`src/rtl/store_aligner.sv`:
```
// store_aligner: SB/SH/SW byte-lane alignment, misaligned stores split in two word writes.
// Define STORE_ALIGNER_MISALIGN_TRAP_EN to reject two-beat stores with err instead.
module store_aligner #(
  parameter int ADDR_WIDTH = 32
) (
  input  logic                  clk,
  input  logic                  rst_n,
  input  logic                  req_valid,
  output logic                  req_ready,
  input  logic [ADDR_WIDTH-1:0] req_addr,
  input  logic [31:0]           req_data,
  input  logic [2:0]            req_funct3,
  output logic                  mem_we,
  output logic [ADDR_WIDTH-1:0] mem_addr,
  output logic [31:0]           mem_wdata,
  output logic [3:0]            mem_be,
  input  logic                  mem_ready,
  output logic                  done,
  output logic                  err
);

  localparam logic [1:0] S_IDLE  = 2'd0;
  localparam logic [1:0] S_WR_LO = 2'd1;
  localparam logic [1:0] S_WR_HI = 2'd2;
  localparam logic [1:0] S_DONE  = 2'd3;
  localparam int WW = ADDR_WIDTH - 2;

  logic [1:0]    state_q, state_d;
  logic [WW-1:0] word_q, word_d;
  logic [3:0]    lo_be_q, lo_be_d;
  logic [3:0]    hi_be_q, hi_be_d;
  logic [31:0]   lo_data_q, lo_data_d;
  logic [31:0]   hi_data_q, hi_data_d;
  logic          err_q, err_d;

  logic [1:0]  off;
  logic [3:0]  mask;
  logic [31:0] dsel;
  logic        legal;
  logic [7:0]  be_wide;
  logic [63:0] data_wide;
  logic        two_beat;

  assign off = req_addr[1:0];

  always_comb begin
    mask  = 4'b0000;
    dsel  = '0;
    legal = 1'b0;
    unique case (1'b1)
      (req_funct3 == 3'b000): begin
        mask  = 4'b0001;
        dsel  = {24'b0, req_data[7:0]};
        legal = 1'b1;
      end
      (req_funct3 == 3'b001): begin
        mask  = 4'b0011;
        dsel  = {16'b0, req_data[15:0]};
        legal = 1'b1;
      end
      (req_funct3 == 3'b010): begin
        mask  = 4'b1111;
        dsel  = req_data;
        legal = 1'b1;
      end
      default: ;
    endcase
  end

  // Shifting into a double word yields both beats; the upper half is the hi beat.
  assign be_wide   = {4'b0000, mask} << off;
  assign data_wide = {32'b0, dsel} << {off, 3'b000};
  assign two_beat  = |be_wide[7:4];

  always_comb begin
    state_d   = state_q;
    word_d    = word_q;
    lo_be_d   = lo_be_q;
    hi_be_d   = hi_be_q;
    lo_data_d = lo_data_q;
    hi_data_d = hi_data_q;
    err_d     = 1'b0;
    case (state_q)
      S_IDLE: begin
        if (req_valid) begin
          if (!legal) begin
            err_d = 1'b1;
`ifdef STORE_ALIGNER_MISALIGN_TRAP_EN
          end else if (two_beat) begin
            err_d = 1'b1;
`endif
          end else begin
            state_d   = S_WR_LO;
            word_d    = req_addr[ADDR_WIDTH-1:2];
            lo_be_d   = be_wide[3:0];
            hi_be_d   = be_wide[7:4];
            lo_data_d = data_wide[31:0];
            hi_data_d = data_wide[63:32];
          end
        end
      end
      S_WR_LO: begin
        if (mem_ready) begin
          state_d = (hi_be_q != 4'b0000) ? S_WR_HI : S_DONE;
        end
      end
      S_WR_HI: begin
        if (mem_ready) begin
          state_d = S_DONE;
        end
      end
      default: state_d = S_IDLE;
    endcase
  end

  always_ff @(posedge clk or negedge rst_n) begin
    if (!rst_n) begin
      state_q   <= S_IDLE;
      word_q    <= '0;
      lo_be_q   <= '0;
      hi_be_q   <= '0;
      lo_data_q <= '0;
      hi_data_q <= '0;
      err_q     <= 1'b0;
    end else begin
      state_q   <= state_d;
      word_q    <= word_d;
      lo_be_q   <= lo_be_d;
      hi_be_q   <= hi_be_d;
      lo_data_q <= lo_data_d;
      hi_data_q <= hi_data_d;
      err_q     <= err_d;
    end
  end

  assign req_ready = (state_q == S_IDLE);
  assign mem_we    = (state_q == S_WR_LO) || (state_q == S_WR_HI);
  assign done      = (state_q == S_DONE);
  assign err       = err_q;

  always_comb begin
    mem_addr  = '0;
    mem_be    = 4'b0000;
    mem_wdata = '0;
    if (state_q == S_WR_LO) begin
      mem_addr  = {word_q, 2'b00};
      mem_be    = lo_be_q;
      mem_wdata = lo_data_q;
    end else if (state_q == S_WR_HI) begin
      mem_addr  = {word_q + {{(WW-1){1'b0}}, 1'b1}, 2'b00};
      mem_be    = hi_be_q;
      mem_wdata = hi_data_q;
    end
  end

endmodule

```
`config.mk`:
```
export PLATFORM = sky130hd
export DESIGN_NAME = store_aligner
export DESIGN_NICKNAME = d
export VERILOG_FILES = /design/src/rtl/store_aligner.sv
export SDC_FILE = /design/constraint.sdc
export NUM_CORES = 1
export LEC_CHECK = 0
export ABC_AREA = 1
export BUFFER_PORTS_ARGS = -buffer_cell sky130_fd_sc_hd__buf_2
export CELL_PAD_IN_SITES_DETAIL_PLACEMENT = 0
export CELL_PAD_IN_SITES_GLOBAL_PLACEMENT = 2
export CORE_AREA = 2 2 149 151
export CTS_BUF_LIST = sky130_fd_sc_hd__clkbuf_8
export DETAILED_ROUTE_END_ITERATION = 8
export DIE_AREA = 0 0 151 153
export PLACE_DENSITY = 0.75
export SLEW_MARGIN = 10
export SYNTH_ARGS = -nofsm -noshare
export SYNTH_HDL_FRONTEND = slang
export SYNTH_SLANG_ARGS = --single-unit
```
`constraint.sdc`:
```
create_clock -name clk -period 1.7 [get_ports clk]
set_input_delay 0.17 -clock clk [delete_from_list [all_inputs] [get_ports clk]]
set_output_delay 0.17 -clock clk [all_outputs]
set_load 0.1 [all_outputs]
```
==> impl_summary.log, run 1 <==
INFO  metric avgRoutedWirePerCell = 17.2 um
INFO  metric num_vias = 6,430
INFO  metric path_clk_slew = 0.11 ns
INFO  metric syn-mean-instance-area = 7.12 um^2
INFO  metric synth_warnings = 0
INFO  metric clock_power_share = 0.073
INFO  metric finalPower = 23.5 mW
INFO  metric final_setup_fails = 66
INFO  metric cts_made_buffers = 9
INFO  metric netSwitchingFraction = 0.533
INFO  metric cts.root.buffer_cell = sky130_fd_sc_hd__clkbuf_8
INFO  metric first_pass_iters = 5
INFO  metric mappedNetlistArea = 5730 um^2
INFO  metric r2r.worst_path.cells = 11
INFO  metric antenna_found_initial = 1
INFO  metric p_int = 11.0 mW
INFO  metric global_route_wire_length_before_repair = 36.2 mm
INFO  metric io-pin-count = 143
INFO  metric worst_hold_path_type = in -> reg
INFO  metric hold_path_depth = 3
INFO  metric met3_wirelength = 1.11 mm
INFO  metric power_per_cell_area = 2110 nW/um^2
INFO  metric worst_setup_slack_after_layout = -0.574 ns
INFO  metric postSynthCellCount = 805
INFO  metric power.net_switching = 12.5 mW
INFO  metric synthTopCellsByCount = 254 x sky130_fd_sc_hd__nand2_1, 96 x sky130_fd_sc_hd__dfrtp_1, 96 x sky130_fd_sc_hd__inv_1
INFO  metric core_region_area = 21,500 um^2
INFO  metric timing.critical_path.arrival = 2.10 ns
INFO  metric netlist_top_cells_area = sky130_fd_sc_hd__dfrtp_1 42%, sky130_fd_sc_hd__nand2_1 17%, sky130_fd_sc_hd__inv_1 6.3%
INFO  metric diodes = 0
INFO  metric peakVddDrop = 0.942 mV
INFO  metric die_area = 23,100 um^2
INFO  metric netlist-cell-type-count = 38
INFO  metric initial_utilization = 0.267
INFO  metric rows = 54
INFO  metric met1_wire_length = 10.6 mm
INFO  metric worstSetupPathType = reg -> out
INFO  metric tritoncts = done
INFO  metric clock_path_buffers = 2
INFO  metric number_of_nets_in_the_layout = 1,161
INFO  metric postSynth.asyncResetShare = 1.00
INFO  metric holdCritStartpoint = req_addr[2]
INFO  metric hold-path-endpoint = word_q[0]
INFO  metric fin_setup_tns = -26.50 ns
INFO  metric vias_per_cell = 4.69
INFO  metric finalWirelength = 23.6 mm
INFO  metric grt_max_degree = 45
INFO  metric setup.worst_path.start_class = flip-flop
INFO  metric worstSkewPairLatency = 0.39 ns
INFO  metric result_of_the_run = finished, violations left
INFO  metric drt_first_iter_violations = 414
INFO  metric required_time_at_the_worst_slack_endpoint = 1.53 ns
INFO  metric area_leader_netlist = sky130_fd_sc_hd__dfrtp_1
INFO  metric end_kind = primary output
INFO  metric synth_most_common_cell = sky130_fd_sc_hd__nand2_1
INFO  metric synth_sequential_area_ratio = 0.419
INFO  metric highest-signal-layer = met5
INFO  metric grt_overflow_total = 0
INFO  metric finalClockSkew = 0.00881 ns
INFO  metric power.leakage = 4.76 nW
INFO  metric place_congestion = 0.815
INFO  metric power_frac_comb = 0.757
INFO  metric timing.critical_path.fanout_max = 5
INFO  metric synthDominantCellAreaShare = 0.419
INFO  metric fmax = 440 MHz
INFO  metric fill_cells = 1,965
INFO  metric synth-edff-count = 0
INFO  metric final_cycle_share = 1.34
INFO  metric number_of_routed_nets_with_antenna_violations = 0
INFO  metric clk_sinks = 96
INFO  metric drv.max_cap_violation_count = 0
INFO  metric drc_errors = 0
INFO  metric route.met2.wl = 11.6 mm
INFO  metric hpwl = 16.1 mm
INFO  metric postSynth.topFlopCell = sky130_fd_sc_hd__dfrtp_1
INFO  metric synth.ff_latch_count = 96
INFO  metric aggregate_global_route_resource_usage = 0.204
INFO  metric die_height = 153 um
INFO  metric final_layout_size_suffix_gt1_frac = 0.483
INFO  metric startpoint_of_the_worst_setup_timing_path = state_q[0]
INFO  metric rrSetupSlack = 0 ns
INFO  metric area_growth = 93.6%
INFO  metric worstReg2RegStart = state_q[0]
INFO  metric placement.io_buffers = 140
INFO  metric first_global_vias = 6,533
INFO  metric violations = negative setup slack
INFO  metric die-width = 151 um
INFO  metric power.share.sequential = 0.170
INFO  metric critical_register_to_register_path_endpoint = lo_data_q[27]
INFO  metric timing.final.hold_violations = 0
INFO  metric timing.final.crit_period = 2.27 ns
INFO  metric rsz0062_at_grt = true
INFO  metric final-max-slew-violation-count = 0
INFO  metric htree_num_levels = 3
==> flip-flops by register name (all words and copies together) (netlist names) <==
| name | count |
|---|---|
| state_q | 2 |
| lo_be_q | 4 |
| hi_data_q | 24 |
| word_q | 30 |
| hi_be_q | 3 |
| lo_data_q | 32 |
| err | 1 |
==> metrics by stage <==
stage / hold WS [ns] / utilization / setup WS (ns) / area (um^2) / instances
final: 0.0204 / 0.517 / -0.574 / 11100 / 1370
after global routing: 0.00919 / 0.517 / -0.693 / 11100 / 1370
after CTS: 0.00706 / 0.484 / -0.539 / 10400 / 1341
after detailed placement: 0.170 / 0.417 / -0.136 / 8960 / 1271
after global placement: 0.168 / 0.417 / -0.124 / 8960 / 1271
after floorplan: -0.126 / - / -0.382 / 6410 / 806
==> power by group through the flow <==
stage / Clock (mW) / Sequential, mW / Combinational [mW]
2_1_floorplan: 0 / 3.82 / 9.73
3_3_place_gp: 0 / 3.91 / 14.7
3_5_place_dp: 0 / 3.91 / 14.7
4_1_cts: 1.77 / 3.94 / 16.7
5_1_grt: 1.85 / 4.12 / 18.6
6_report: 1.70 / 3.99 / 17.8
==> placed cells by master (no fill, tap or decap), drive strengths merged, types with 2 or more instances in the layout <==
master / instances
nand4: 14
conb: 2
clkbuf: 15
clkinv: 3
dlygate4sd3: 28
nand2: 259
o21a: 5
nand3: 51
dfrtp: 96
ha: 5
nor3: 4
buf: 270
o211ai: 18
nor2: 72
o22ai: 38
inv: 97
o21ai: 76
clkinvlp: 11
a21oi: 12
nand3b: 2
mux2i: 4
==> cell type report <==
type	count	area, um^2	area share
Tap cell	280	350	0.0316
Multi-Input combinational cell	568	4020	0.362
Clock inverter	7	86.3	0.00778
Timing Repair inverter	1	11.3	0.00101
Inverter	104	460	0.0415
Clock buffer	9	124	0.0112
Timing Repair Buffer	305	3640	0.328
Sequential cell	96	2410	0.217
==> cell families after synthesis <==
| logic type | share of synthesized area |
|---|---|
| flip-flops | 0.419 |
| XOR/XNOR | 0.00153 |
| buffers and inverters | 0.107 |
| multiplexers | 0.00698 |
| adder cells (fa/ha/maj) | 0.0109 |
| AO/OA/AOI/OAI | 0.154 |
| AND/OR/NAND/NOR | 0.299 |
| other | 0.000654 |
==> worst max-delay path by stage <==
| stage | end | slack (ns) | depth (start not counted) |
|---|---|---|---|
| after floorplan | mem_addr[7] | -0.38 | 6 |
| after global placement | mem_addr[25] | -0.12 | 9 |
| after detailed placement | mem_addr[30] | -0.14 | 12 |
| after CTS | mem_addr[27] | -0.54 | 9 |
| after global routing | mem_addr[27] | -0.69 | 9 |
| final | mem_addr[19] | -0.57 | 11 |
==> routing by layer <==
metal | vias up | GRT usage
met5 | - | 0
met4 | 2 | 0.0356
met3 | 19 | 0.0361
met2 | 169 | 0.341
met1 | 3063 | 0.278
li1 | 3177 | -
==> worst max-delay path, cell delays in order (launching register included) <==
cell and delay [ns]:
sky130_fd_sc_hd__dfrtp_1 0.43, sky130_fd_sc_hd__ha_4 0.22, sky130_fd_sc_hd__nor2_4 0.12, sky130_fd_sc_hd__nand3_4 0.10, sky130_fd_sc_hd__nor2_4 0.18, sky130_fd_sc_hd__buf_4 0.14, sky130_fd_sc_hd__nand3_2 0.05, sky130_fd_sc_hd__nand2_2 0.07
sky130_fd_sc_hd__nand2_1 0.06, sky130_fd_sc_hd__nand2_2 0.08, sky130_fd_sc_hd__clkinvlp_4 0.09, sky130_fd_sc_hd__buf_12 0.17
==> repair_timing <==
item / in CTS / in global routing
gates resized for setup: 150 / 100
hold buffers: 28 / 0
pin swaps: 51 / 54
endpoints found under the setup margin: 119 / 126
endpoints found under the hold margin: 53 / 0
gates cloned: 9 / 7
buffers inserted: 19 / 24
(Power assumes the default switching activity.)
==> run 2: changes to the inputs <==
--- a/config.mk
+++ b/config.mk
@@ -6,14 +6,14 @@
 export NUM_CORES = 1
 export LEC_CHECK = 0
 export ABC_AREA = 1
-export BUFFER_PORTS_ARGS = -buffer_cell sky130_fd_sc_hd__buf_2
 export CELL_PAD_IN_SITES_DETAIL_PLACEMENT = 0
 export CELL_PAD_IN_SITES_GLOBAL_PLACEMENT = 2
-export CORE_AREA = 2 2 149 151
+export CORE_AREA = 2 2 142 144
 export CTS_BUF_LIST = sky130_fd_sc_hd__clkbuf_8
 export DETAILED_ROUTE_END_ITERATION = 8
-export DIE_AREA = 0 0 151 153
-export PLACE_DENSITY = 0.75
+export DIE_AREA = 0 0 144 146
+export DONT_BUFFER_PORTS = 1
+export PLACE_DENSITY = 0.7
 export SLEW_MARGIN = 10
 export SYNTH_ARGS = -nofsm -noshare
 export SYNTH_HDL_FRONTEND = slang
==> run 2 against run 1 <==
Die area decreased by 9.0%. Highest routed layer is now met4. The flow finishes with violations (negative hold slack, negative setup slack). Combinational power decreased by 6%. Worst hold slack got worse by 0.55 ns. Via count decreased by 3.9%.
==> impl_summary.log, run 2 (synthesis results as in run 1) <==
INFO  metric rsz0062_at_grt = true (unchanged)
INFO  metric grt_overflow_total = 0 (unchanged)
INFO  metric post-place-ws = -0.167 ns (was -0.136 ns)
INFO  metric rows = 51 (was 54)
INFO  metric hold_ws = -0.531 ns (was 0.0204 ns)
INFO  metric final_cycle_share = 1.35 (was 1.34)
INFO  metric result_of_the_run = finished, violations left (unchanged)
INFO  metric top_regs = lo_data_q x32, word_q x30, hi_data_q x24 (unchanged)
INFO  metric timing.critical_path.cells = inv_2 > ha_4 > buf_4 > clkinv_4 > nand3_4 > inv_4 > nand3_4 > nor2_4 > nand3_2 > nand2_1 > nand2_2 > nor2_4 > buf_12 (was ha_4 > nor2_4 > nand3_4 > nor2_4 > buf_4 > nand3_2 > nand2_2 > nand2_1 > nand2_2 > clkinvlp_4 > buf_12)
INFO  metric largest_reg_flops = 32 (unchanged)
INFO  metric number_of_nets_in_the_layout = 1,087 (was 1,161)
INFO  metric cpMaxStageDelayCell = sky130_fd_sc_hd__dfrtp_1 (unchanged)
INFO  metric clock_path_buffers = 2 (unchanged)
INFO  metric detailed_place.area = 8300 um^2 (was 8960 um^2)
INFO  metric first_pass_iters = 5 (unchanged)
INFO  metric core_region_area = 19,300 um^2 (was 21,500 um^2)
INFO  metric diodes = 0 (unchanged)
INFO  metric aggregate_global_route_resource_usage = 0.214 (was 0.204)
INFO  metric delay_of_the_slowest_cell_on_the_worst_path = 0.38 ns (was 0.43 ns)
INFO  metric path_clk_slew = 0.11 ns (about the same)
INFO  metric antenna_found_initial = 0 (was 1)
INFO  metric die_area = 21,000 um^2 (was 23,100 um^2)
INFO  metric relSlewSlack = 0.568
INFO  metric die-width = 144 um (was 151 um)
INFO  metric drt_first_iter_violations = 322 (was 414)
INFO  metric placement.io_buffers = 0 (was 140)
INFO  metric timing_worst_slew_pin_value = 0.647 ns
INFO  metric layout_commonest_cell = sky130_fd_sc_hd__nand2_1 (unchanged)
INFO  metric power.leakage = 4.36 nW (was 4.76 nW)
INFO  metric drv.max_cap_violation_count = 0 (unchanged)
INFO  metric area_growth = 84.0% (was 93.6%)
INFO  metric final_design_area_no_fill = 10,500 um^2 (was 11,100 um^2)
INFO  metric worst_hold_path_type = in -> async (was in -> reg)
INFO  metric worstSetupPathType = reg -> out (unchanged)
INFO  metric timing.critical_path.fanout_max = 5 (unchanged)
INFO  metric htree_num_levels = 3 (unchanged)
INFO  metric peakVddDrop = 1.03 mV (was 0.942 mV)
INFO  metric cts-hold-fix-buffers = 45 (was 28)
INFO  metric setup.worst_path.start_class = flip-flop (unchanged)
INFO  metric die_height = 146 um (was 153 um)
INFO  metric worstSkewPairLatency = 0.38 ns (was 0.39 ns)
INFO  metric grt_max_degree = 97 (was 45)
INFO  metric cts.root.buffer_cell = sky130_fd_sc_hd__clkbuf_8 (unchanged)
INFO  metric final_setup_fails = 160 (was 66)
INFO  metric finalClockSkew = 0.00601 ns (was 0.00881 ns)
INFO  metric required_time_at_the_worst_slack_endpoint = 1.53 ns (about the same)
INFO  metric timing.final.hold_violations = 96 (was 0)
INFO  metric final_cell_mix = 214 x sky130_fd_sc_hd__nand2_1, 94 x sky130_fd_sc_hd__dfrtp_1, 79 x sky130_fd_sc_hd__inv_1 (was 198 x sky130_fd_sc_hd__nand2_1, 89 x sky130_fd_sc_hd__dfrtp_1, 83 x sky130_fd_sc_hd__buf_12)
INFO  metric regMostFlops = lo_data_q (unchanged)
INFO  metric violations = negative hold slack, negative setup slack (was negative setup slack)
INFO  metric finalWirelength = 22.7 mm (was 23.6 mm)
INFO  metric final-max-slew-violation-count = 0 (unchanged)
INFO  metric postLayoutCoreUtil = 0.545 (was 0.517)
INFO  metric timing.critical_path.arrival = 2.12 ns (was 2.10 ns)
INFO  metric num_vias = 6,180 (was 6,430)
INFO  metric hpwl = 15.6 mm (was 16.1 mm)
INFO  metric worst_setup_slack_after_layout = -0.588 ns (was -0.574 ns)
INFO  metric fmax = 437 MHz (was 440 MHz)
INFO  metric path_delay_family = simple AND/OR/NAND/NOR gates (unchanged)
INFO  metric initial_utilization = 0.297 (was 0.267)
INFO  metric global_route_wire_length_before_repair = 35.2 mm (was 36.2 mm)
INFO  metric final_layout_size_suffix_gt1_frac = 0.398 (was 0.483)
INFO  metric io-pin-count = 143 (unchanged)
INFO  metric tritoncts = done (unchanged)
INFO  metric avgRoutedWirePerCell = 17.7 um (was 17.2 um)
INFO  metric number_of_routed_nets_with_antenna_violations = 0 (unchanged)
INFO  metric rrSetupSlack = -0.19 ns (was 0 ns)
INFO  metric place_congestion = 0.884 (was 0.815)
INFO  metric drc_errors = 0 (unchanged)
INFO  metric vias_per_cell = 4.82 (was 4.69)
INFO  metric path_buf_inv = 5 (was 3)
INFO  metric first_global_vias = 6,469 (was 6,533)
INFO  metric cts_made_buffers = 9 (unchanged)
INFO  metric power_per_cell_area = 2130 nW/um^2 (was 2110 nW/um^2)
INFO  metric end_kind = primary output (unchanged)
INFO  metric clk_sinks = 96 (unchanged)
INFO  metric timing.final.crit_period = 2.29 ns (was 2.27 ns)
## run 2: cell count changes in the layout (fill, tap and decap cells not counted), moves of 6 or more
cell and delta:
sky130_fd_sc_hd__buf_12 -7, sky130_fd_sc_hd__buf_2 -70, sky130_fd_sc_hd__buf_4 -6, sky130_fd_sc_hd__dlygate4sd3_1 +17, sky130_fd_sc_hd__nand2_1 +16, sky130_fd_sc_hd__nand2_2 -12
sky130_fd_sc_hd__nand2_4 -8, sky130_fd_sc_hd__nand3_1 +8, sky130_fd_sc_hd__nand3_2 -11, sky130_fd_sc_hd__o21ai_0 -6, sky130_fd_sc_hd__o21ai_1 +8
## run 2: final timing paths
| path | cells past startpoint | start | end |
|---|---|---|---|
| setup reg to reg | 13 | state_q[0] | lo_be_q[3] |
| min in group clk | 2 | req_data[29] | hi_data_q[21] |
| setup / recovery | 13 | state_q[1] | mem_addr[20] |
| hold / removal | 0 | rst_n | word_q[15] |
| max in group asynchronous | 0 | rst_n | lo_data_q[18] |
| hold reg to reg | 2 | lo_be_q[1] | lo_be_q[1] |
## run 2: area by class of cell
| cell class | count | area [um^2] |
|---|---|---|
| tap | 265 | 332 |
| sequential | 96 | 2400 |
| timing repair inverter | 1 | 8.76 |
| clock inverter | 7 | 103 |
| fill | 1764 | 8790 |
| clock buffer | 9 | 124 |
| inverter | 104 | 473 |
| timing repair buffer | 231 | 3130 |
| multi-input combinational | 568 | 3970 |
## run 2: where the power goes
| part | leakage, nW | internal (mW) | switching [mW] |
|---|---|---|---|
| Combinational | 3.00 | 6.22 | 10.5 |
| Sequential | 1.24 | 3.27 | 0.662 |
| Clock | 0.116 | 0.851 | 0.942 |
## run 2: routing by layer
layer  track usage  routed length [um]  vias up
met5             0                   0        -
met4        0.0480                 331        0
met3        0.0408                1090       19
met2         0.370               11700      157
met1         0.275                9610     2976
li1              -                   -     3028
## run 2: stage by stage
| stage | instances | power (mW) | TNS (ns) |
|---|---|---|---|
| floorplan | 806 | 13.5 | -32.14 |
| global placement | 1169 | 17.8 | -3.19 |
| detailed placement | 1169 | 17.9 | -7.58 |
| CTS | 1253 | 21.2 | -32.88 |
| global route | 1281 | 23.4 | -53.84 |
| finish | 1281 | 22.4 | -40.60 |
## run 2: timing repair
item,in CTS,in global routing
setup buffers,20,24
cloned,6,7
gates resized for setup,137,102
hold endpoints to repair,162,96
setup endpoints to repair,138,163
pin swaps,24,52
